$ cat config.mk
export PLATFORM = sky130hd
export DESIGN_NAME = instr_fetch_sequencer
export DESIGN_NICKNAME = d
export VERILOG_FILES = /design/src/rtl/instr_fetch_sequencer_pkg.sv /design/src/rtl/instr_fetch_sequencer.sv
export SDC_FILE = /design/constraint.sdc
export NUM_CORES = 1
export LEC_CHECK = 0
export CAP_MARGIN = 20
export CELL_PAD_IN_SITES_DETAIL_PLACEMENT = 0
export CELL_PAD_IN_SITES_GLOBAL_PLACEMENT = 1
export CORE_ASPECT_RATIO = 0.8
export CORE_MARGIN = 2
export CORE_UTILIZATION = 38
export DETAILED_ROUTE_END_ITERATION = 6
export PLACE_DENSITY_LB_ADDON = 0.12
export SETUP_SLACK_MARGIN = 0.02
export SLEW_MARGIN = 5
export SYNTH_ARGS = -nofsm -noshare
export SYNTH_HDL_FRONTEND = slang
export SYNTH_SLANG_ARGS = --single-unit
$ cat constraint.sdc
create_clock -name clk -period 6.9 [get_ports clk]
set_input_delay 1.38 -clock clk [delete_from_list [all_inputs] [get_ports clk]]
set_output_delay 1.38 -clock clk [all_outputs]
set_load 0.01 [all_outputs]
$ cat src/rtl/instr_fetch_sequencer_pkg.sv
// Shared types and encodings for the instruction fetch front end.
package pkg_cpu;

    // Fetch controller states; DRAIN waits out a bus read orphaned by a redirect.
    typedef enum logic [2:0] {
        FETCH_HW0 = 3'd0,
        FETCH_HW1 = 3'd1,
        FETCH_HW2 = 3'd2,
        PRESENT   = 3'd3,
        DRAIN     = 3'd4
    } fetch_state_t;

    // Location of the instruction-length group field inside hw0.
    localparam int CPU_IE_HW0_ENC_GROUP_MSB = 15;
    localparam int CPU_IE_HW0_ENC_GROUP_LSB = 14;

    // Length map: group 0 -> 1 halfword, groups 1/2 -> 2, group 3 -> 3.
    function automatic logic [1:0] instr_num_hws(input logic [1:0] group);
        case (group)
            2'd0:       return 2'd1;
            2'd1, 2'd2: return 2'd2;
            default:    return 2'd3;
        endcase
    endfunction

endpackage

$ cat src/rtl/instr_fetch_sequencer.sv
// Fetch controller: reads halfwords over a req/ack port, assembles 1-3
// halfword instructions into {hw0,hw1,hw2} and hands them to decode.
//
// Handshakes:
//  - memory port: a transfer completes in any cycle with mem_req & mem_ack.
//    Once raised, mem_req and mem_addr hold until acked (no abort).
//  - decode port: handoff happens in any cycle with instr_valid & instr_ready.
//    While instr_valid & !instr_ready, all instr_* outputs hold stable.
//    A branch_valid in the handoff cycle voids the handoff.
module instr_fetch_sequencer
    import pkg_cpu::*;
#(
    parameter int                    ADDR_WIDTH = 32,
    parameter logic [ADDR_WIDTH-1:0] RESET_PC   = '0
) (
    input  logic                  clk,
    input  logic                  rst,
    output logic                  mem_req,
    output logic [ADDR_WIDTH-1:0] mem_addr,
    input  logic                  mem_ack,
    input  logic [15:0]           mem_rdata,
    output logic                  instr_valid,
    input  logic                  instr_ready,
    output logic [47:0]           instr_word,
    output logic [ADDR_WIDTH-1:0] instr_pc,
    output logic [1:0]            instr_num_hws,
    input  logic                  branch_valid,
    input  logic [ADDR_WIDTH-1:0] branch_target,
    output fetch_state_t          dbg_state
);

    localparam logic [ADDR_WIDTH-1:0] HW_STEP = ADDR_WIDTH'(2);

    fetch_state_t          state_q, state_n;
    logic [ADDR_WIDTH-1:0] fetch_pc_q, fetch_pc_n;
    logic [ADDR_WIDTH-1:0] drain_pc_q, drain_pc_n;
    logic                  req_q, req_n;
    logic                  valid_q, valid_n;
    logic [15:0]           hw0_q, hw0_n;
    logic [15:0]           hw1_q, hw1_n;
    logic [15:0]           hw2_q, hw2_n;
    logic [ADDR_WIDTH-1:0] pc_q, pc_n;
    logic [1:0]            num_q, num_n;

    logic                  ack_fire;
    logic [ADDR_WIDTH-1:0] branch_pc;
    logic [1:0]            new_len;

    assign ack_fire  = req_q & mem_ack;
    assign branch_pc = {branch_target[ADDR_WIDTH-1:1], 1'b0};
    assign new_len   = pkg_cpu::instr_num_hws(
                           mem_rdata[CPU_IE_HW0_ENC_GROUP_MSB:CPU_IE_HW0_ENC_GROUP_LSB]);

    assign mem_req       = req_q;
    assign mem_addr      = fetch_pc_q;
    assign instr_valid   = valid_q;
    assign instr_word    = {hw0_q, hw1_q, hw2_q};
    assign instr_pc      = pc_q;
    assign instr_num_hws = num_q;
    assign dbg_state     = state_q;

    // State and datapath registers; reset returns everything to idle at RESET_PC.
    always_ff @(posedge clk or posedge rst) begin
        if (rst) begin
            state_q    <= FETCH_HW0;
            fetch_pc_q <= RESET_PC;
            drain_pc_q <= RESET_PC;
            req_q      <= 1'b0;
            valid_q    <= 1'b0;
            hw0_q      <= '0;
            hw1_q      <= '0;
            hw2_q      <= '0;
            pc_q       <= '0;
            num_q      <= '0;
        end else begin
            state_q    <= state_n;
            fetch_pc_q <= fetch_pc_n;
            drain_pc_q <= drain_pc_n;
            req_q      <= req_n;
            valid_q    <= valid_n;
            hw0_q      <= hw0_n;
            hw1_q      <= hw1_n;
            hw2_q      <= hw2_n;
            pc_q       <= pc_n;
            num_q      <= num_n;
        end
    end

    // Next-state, assembly and bus control; a redirect overrides everything.
    always_comb begin
        state_n    = state_q;
        fetch_pc_n = fetch_pc_q;
        drain_pc_n = drain_pc_q;
        valid_n    = valid_q;
        hw0_n      = hw0_q;
        hw1_n      = hw1_q;
        hw2_n      = hw2_q;
        pc_n       = pc_q;
        num_n      = num_q;

        if (branch_valid) begin
            valid_n = 1'b0;
            if (req_q && !mem_ack) begin
                // Read in flight: let it finish, remember only the newest target.
                state_n    = DRAIN;
                drain_pc_n = branch_pc;
            end else begin
                // Bus idle or completing now: drop any data, restart at target.
                state_n    = FETCH_HW0;
                fetch_pc_n = branch_pc;
            end
        end else begin
            case (state_q)
                FETCH_HW0: begin
                    if (ack_fire) begin
                        hw0_n      = mem_rdata;
                        hw1_n      = '0;
                        hw2_n      = '0;
                        pc_n       = fetch_pc_q;
                        num_n      = new_len;
                        fetch_pc_n = fetch_pc_q + HW_STEP;
                        if (new_len == 2'd1) begin
                            state_n = PRESENT;
                            valid_n = 1'b1;
                        end else begin
                            state_n = FETCH_HW1;
                        end
                    end
                end
                FETCH_HW1: begin
                    if (ack_fire) begin
                        hw1_n      = mem_rdata;
                        fetch_pc_n = fetch_pc_q + HW_STEP;
                        if (num_q == 2'd2) begin
                            state_n = PRESENT;
                            valid_n = 1'b1;
                        end else begin
                            state_n = FETCH_HW2;
                        end
                    end
                end
                FETCH_HW2: begin
                    if (ack_fire) begin
                        hw2_n      = mem_rdata;
                        fetch_pc_n = fetch_pc_q + HW_STEP;
                        state_n    = PRESENT;
                        valid_n    = 1'b1;
                    end
                end
                PRESENT: begin
                    if (instr_ready) begin
                        state_n = FETCH_HW0;
                        valid_n = 1'b0;
                    end
                end
                DRAIN: begin
                    if (ack_fire) begin
                        state_n    = FETCH_HW0;
                        fetch_pc_n = drain_pc_q;
                    end
                end
                default: begin
                    state_n = FETCH_HW0;
                    valid_n = 1'b0;
                end
            endcase
        end
    end

    // Request whenever the next state still needs a halfword from memory.
    always_comb begin
        req_n = (state_n != PRESENT);
    end

endmodule
# After elaboration in Yosys (flattened, before gate mapping)
# Cells that the tools add are included.
# W data, S select, Z words.
[word_totals]
ff_bits = 150
in_bits = 53
output_inout_bits = 119
word_cells = 78
[op_classes]
add_sub_neg = 1
eq_ne = 22
muxes = 28
bitwise_logic = 2
n_reduce_logical = 15
[ops]
columns = ["cell", "count"]
rows = [
  ["$mux W32", 4],
  ["$pmux W16 S2", 2],
  ["$pmux W32 S2", 1],
  ["$add A32 B2 Y32 const B", 1],
  ["$mux W16", 2],
  ["$mux W3", 7],
  ["$ne A3 B3 Y1 const B", 7],
  ["$pmux W3 S5", 1],
  ["$reduce_and A4 Y1", 3],
  ["$ne A2 B2 Y1 const B", 5],
  ["$mux W1", 8],
  ["$reduce_and A7 Y1", 1],
  ["$eq A3 B2 Y1 const B", 2],
  ["$pmux W1 S5", 1],
  ["$eq A2 B1 Y1 const B", 2],
  ["$eq A2 B2 Y1 const B", 2],
  ["$pmux W2 S2", 1],
  ["$reduce_bool A2 Y1", 2],
  ["$eq A3 B1 Y1 const B", 1],
  ["$eq A3 B3 Y1 const B", 1],
  ["$logic_not A3 Y1", 1],
  ["$ne A3 B1 Y1 const B", 1],
  ["$ne A3 B2 Y1 const B", 1],
  ["$reduce_and A3 Y1", 1],
  ["other kinds (10)", 10],
]

# Logic depth before layout (Yosys ltp)
[depth]
depth_word = 9
depth_mapped = 8
depth_no_buf = 7

# Worst setup path before layout
# No wires, ideal clock.
[synth_timing]
path_kind = "input-to-reg"
from = "input mem_ack"
to = "register hw0_q[0]"
setup_ns = 0.125
arrival_ns = 2.757
path_slack_ns = 4.018
cell_stages = 5
path_cell_list = "and2_1 nand3_1 nor2_1 buf_2 mux2_2"
[synth_via]
elab_chain_len = 2
[synth_rtl]
columns = ["item", "line", "rtl"]
rows = [
  ["from (decl)", "instr_fetch_sequencer.sv:20", "input logic mem_ack,"],
  ["$and A1 B1 Y1", "instr_fetch_sequencer.sv:49", "assign ack_fire = req_q & mem_ack;"],
  ["$reduce_and A3 Y1 (no source line)", "-", ""],
  ["to (signal assigned)", "instr_fetch_sequencer.sv:81", "hw0_q <= hw0_n;"],
  ["to (decl)", "instr_fetch_sequencer.sv:39", "logic [15:0] hw0_q, hw0_n;"],
]
# Every way passes these cells.
# A chain may end at the register's enable or synchronous reset.

# Final worst setup path
[layout_timing]
from = "input branch_valid"
to = "register pc_q[29], in the netlist instr_pc[29]"
[layout_via]
elab_chain_len = 2
[layout_rtl]
columns = ["item", "line", "rtl"]
rows = [
  ["from (decl)", "instr_fetch_sequencer.sv:27", "input logic branch_valid,"],
  ["$not A1 Y1 (no source line)", "-", ""],
  ["$reduce_and A3 Y1 (no source line)", "-", ""],
  ["to (signal assigned)", "instr_fetch_sequencer.sv:84", "pc_q <= pc_n;"],
  ["to (decl)", "instr_fetch_sequencer.sv:42", "logic [ADDR_WIDTH-1:0] pc_q, pc_n;"],
]
# Every way passes these cells.

==> flow_results.org <==
** Run status
- The flow ran to the end, and the final reports show no timing, DRC or antenna violations.

** CTS
- H-tree depth reported by CTS :: 4
- Clock transition at the registers of the reported paths :: 60 ps
- Clock tree synthesis inserted a total of 17 buffers.
- The tree built by TritonCTS fans out to 148 sinks.
- TritonCTS built the clock tree.
- Longest Clk Path Bufs :: 2
- Hold bufs inserted after CTS :: 0
- CTS placed an instance of clkbuf_16 at the clock tree root.
- Number of post-CTS setup repair buffers :: 0
- Once the clock tree was built, the resizer swapped 0 gates to a different size.
- For the worst-skew pair, the clock arrives at the later sink with an insertion delay of 420 ps.

** Critical path
- STA classifies the critical path endpoint as a flop.
- Worst Reg2Reg Path Length in Cells :: 5
- Setup slack on the worst reg-to-reg path comes out at 3870 ps.
- In this run the critical register-to-register path is launched from dbg_state[1].
- Kind of launch point of the worst setup path :: primary input
- Maximum net fanout on the critical path :: 59
- Kind of critical path :: in -> reg
- R2R Path End :: instr_pc[29]
- At the worst endpoint, the arrival time is 3840 ps.
- Required time at the endpoint of the critical path :: 7210 ps

** Cells and area
- Relative to the synthesized area, the layout overhead comes to 36.05%.
- Once layout is complete, the utilization of the core stands at 0.5249.
- Fill count :: 1,625
- Share of layout cells above drive strength 1 :: 0.1556
- After the last flow step, the layout net total stands at 885.
- Final cell count without fillers :: ~1,100
- Count of antenna diodes in the layout :: 0
- The finished cells cover 0.009449 mm2.

** Logic synthesis
- Most area-consuming cells after synthesis :: dfrtp_1 (53%), mux2_2 (12%), nand2_1 (6.0%)
- Ranking of synthesized cells by instance count :: dfrtp_1 (148), nand2_1 (111), mux2_2 (74), o21ai_0 (58), nor2_1 (46)
- Cell taking the most area after synthesis :: dfrtp_1
- Avg Inst Size Synth :: 10.21 um2
- The synthesized design contains 0 enable-type register cells.
- The share of synthesized area in the top cell type comes to 0.5332.
- In this run the cell area of the synthesized design comes to approximately 0.0069 mm2.
- Synth Instances :: between 600 and 700
- Among all cell types in the netlist, the one instantiated most often is dfrtp_1.
- Synth warnings :: 0
- Of all flip-flops after synthesis, the portion carrying an async set or reset was 1.000.
- The share of the Yosys chip area taken by registers is 0.5332.
- Post-synthesis register bit count :: 148
- For this run, the leading register cell type out of synthesis is dfrtp_1.
- The synthesized netlist contains 59 unique library cells.

** Global routing
- Global routing usage on met3 :: 0.03653
- Busiest metal layer after global routing :: met2
- For this run, the total global-route usage over all layers was measured as 0.2091.
- The number of antenna violations at the first check in global routing was 0.
- Global-route wire length before repair :: 31.66 mm
- The number of global-route vias before repair came to 5,628.
- Largest net degree at the start of global routing :: between 80 and 90
- For met2 alone, demand over resource in global routing was 0.3286.
- Met1 demand-to-capacity share in global routing :: 0.2972
- For this run the aggregate overflow at the end of global routing stands at 0.

** STA
- Aggregate negative setup slack :: 0 ps
- The routed design could run at a clock period as short as 3535 ps.
- Number of max-slew violations in the final report :: 0
- Worst rel slew slack :: 0.3805
- Across the routed clock network, the largest skew measured is approximately 7.9 ps.
- The final hold violation count was 0.
- Highest Clock Rate :: approximately 280 MHz
- For the pin with the worst max-slew slack, the measured transition is 929.3 ps.
- Setup violations remaining at the end of the flow were counted as 0.
- Dividing the final minimum period by the clock period gives 0.5124.
- RSZ-0062 raised after global routing :: false

** Min path
- The worst hold path passes through 2 cells.
- Class of the most critical hold timing path :: reg -> reg
- Hold Path Sink :: hw2_q[7]
- In this run the most critical hold path is launched from hw2_q[7].

** Power
- Cell internal power was estimated by the tool at between 2 and 2.5 mW.
- The design draws around 3.0 mW.
- The analysis attributes to net switching a power of 0.8771 mW.
- PD cells :: 318.4 mW/mm2
- Clock Power Share :: 0.330
- Fraction of power spent switching nets :: 0.2915
- Of the total power, combinational logic draws 0.265.
- Peak supply drop :: approximately 0.22 mV
- Lkg Pwr :: 3.908 nW
- Of the total power, registers draw 0.405.

** Floorplanning
- The die is 124.9 um tall.
- During I/O placement, the number of pins put on the boundary was 172.
- The core region is 0.01800 mm2.
- The initialized floorplan defines 44 standard-cell rows.
- Initial core utilization :: 0.3858
- Total Die Area :: 0.01938 mm2
- DIE WIDTH :: around 160 um

** Detailed routing
- Before antenna repair, the detailed router went through 5 iterations.
- Number of remaining DRC errors :: 0
- Detail-routed via count per cell :: 5.369
- Total via count after detailed routing :: around 5,800
- DRC violation total after the first TritonRoute iteration :: 362
- Routed length per placed instance :: 18.18 um
- Remaining antenna violation count :: 0
- Post-Route WL :: 19.49 mm

** Placement
- Once placement finished, the instance area stood at about 0.0088 mm2.
- Global placer's final weighted congestion :: 0.7861
- Counting tap cells, the placed design contains a total of 1,038 instances.
- The wire-length estimate of the detail-placed layout is 13.03 mm.
- # port buffers :: 168

** Run
- Reported max-cap violation count :: 0
worst max-delay path: stages:
cell and delay (ps):
buf_2 80, buf_4 500, nor2_1 160, nand3_1 290, buf_8 230, or2_2 740
mux2_2 420
final cells by class:
| class | count | area (um2) | share of cell area |
|---|---|---|---|
| sequential | 148 | 3704 | 0.3919 |
| multi-input combinational | 479 | 3048 | 0.3226 |
| clock buffer | 18 | 429.2 | 0.04542 |
| tap | 230 | 287.8 | 0.03046 |
| timing repair buffer | 176 | 1748 | 0.1850 |
| inverter | 7 | 31.28 | 0.003310 |
| clock inverter | 14 | 201.4 | 0.02132 |
routing by layer:
metal  vias up  share of wire
met4         0          0.011
met5         -              0
met1      2869           0.47
met2       153           0.48
li1       2718              -
met3        16          0.046
flip-flops by register name (all words and copies together), names as in the netlist:
name,flops
hw0_q,16
hw1_q,16
dbg_state,3
drain_pc_q,31
mem_req,1
instr_pc,31
mem_addr,31
instr_num_hws,2
hw2_q,16
instr_valid,1
metrics by stage:
step | setup slack [ps] | hold WS [ps]
after floorplan | 1540 | 470.6
after global placement | 2412 | 449.0
after detailed placement | 2340 | 455.6
after CTS | 2791 | 470.0
after global routing | 3167 | 498.4
final | 3365 | 466.5
power groups by stage:
stage	combinational [mW]	sequential [mW]	clock [mW]
6_report	0.798	1.22	0.993
3_5_place_dp	0.803	1.23	0
2_1_floorplan	0.312	1.26	0
5_1_grt	0.866	1.25	1.05
4_1_cts	0.807	1.22	1.01
3_3_place_gp	0.790	1.22	0
cells in the final DEF, fill, tap and decap left out, types with 6 or more instances in the layout:
cell type,Yosys,routed
o21ai_0,58,58
nand3_1,29,29
nor2_1,46,44
clkdlybuf4s50_1,0,167
a32o_1,7,7
buf_4,2,6
nor3_1,13,13
clkbuf_16,0,17
and3_1,7,7
dfrtp_1,148,148
a21oi_1,23,23
nand2_1,111,111
a31oi_1,6,6
inv_1,7,6
a221o_1,6,6
nand2b_1,8,8
nand4_1,6,6
mux2_2,74,74
worst max path at each step:
stage / start / endpoint / slack, ps / cells after the start
final: branch_valid / instr_pc[29] / 3360 / 7
after floorplan: rst / dbg_state[0] / 1540 / 1
after global routing: branch_valid / instr_pc[20] / 3170 / 7
after global placement: mem_ack / instr_pc[3] / 2410 / 5
after detailed placement: mem_ack / hw0_q[3] / 2340 / 5
after CTS: mem_ack / hw0_q[3] / 2790 / 5
logic make-up after synthesis:
logic type      share of synthesized area
flops                              0.5332
simple gates                       0.1699
xor+xnor                         0.008827
other cells                     0.0005399
buf+inv                           0.03152
mux                                0.1243
compound gates                     0.1263
fa+ha+maj                        0.005405
Note: power is estimated with default switching activity, not from simulation.
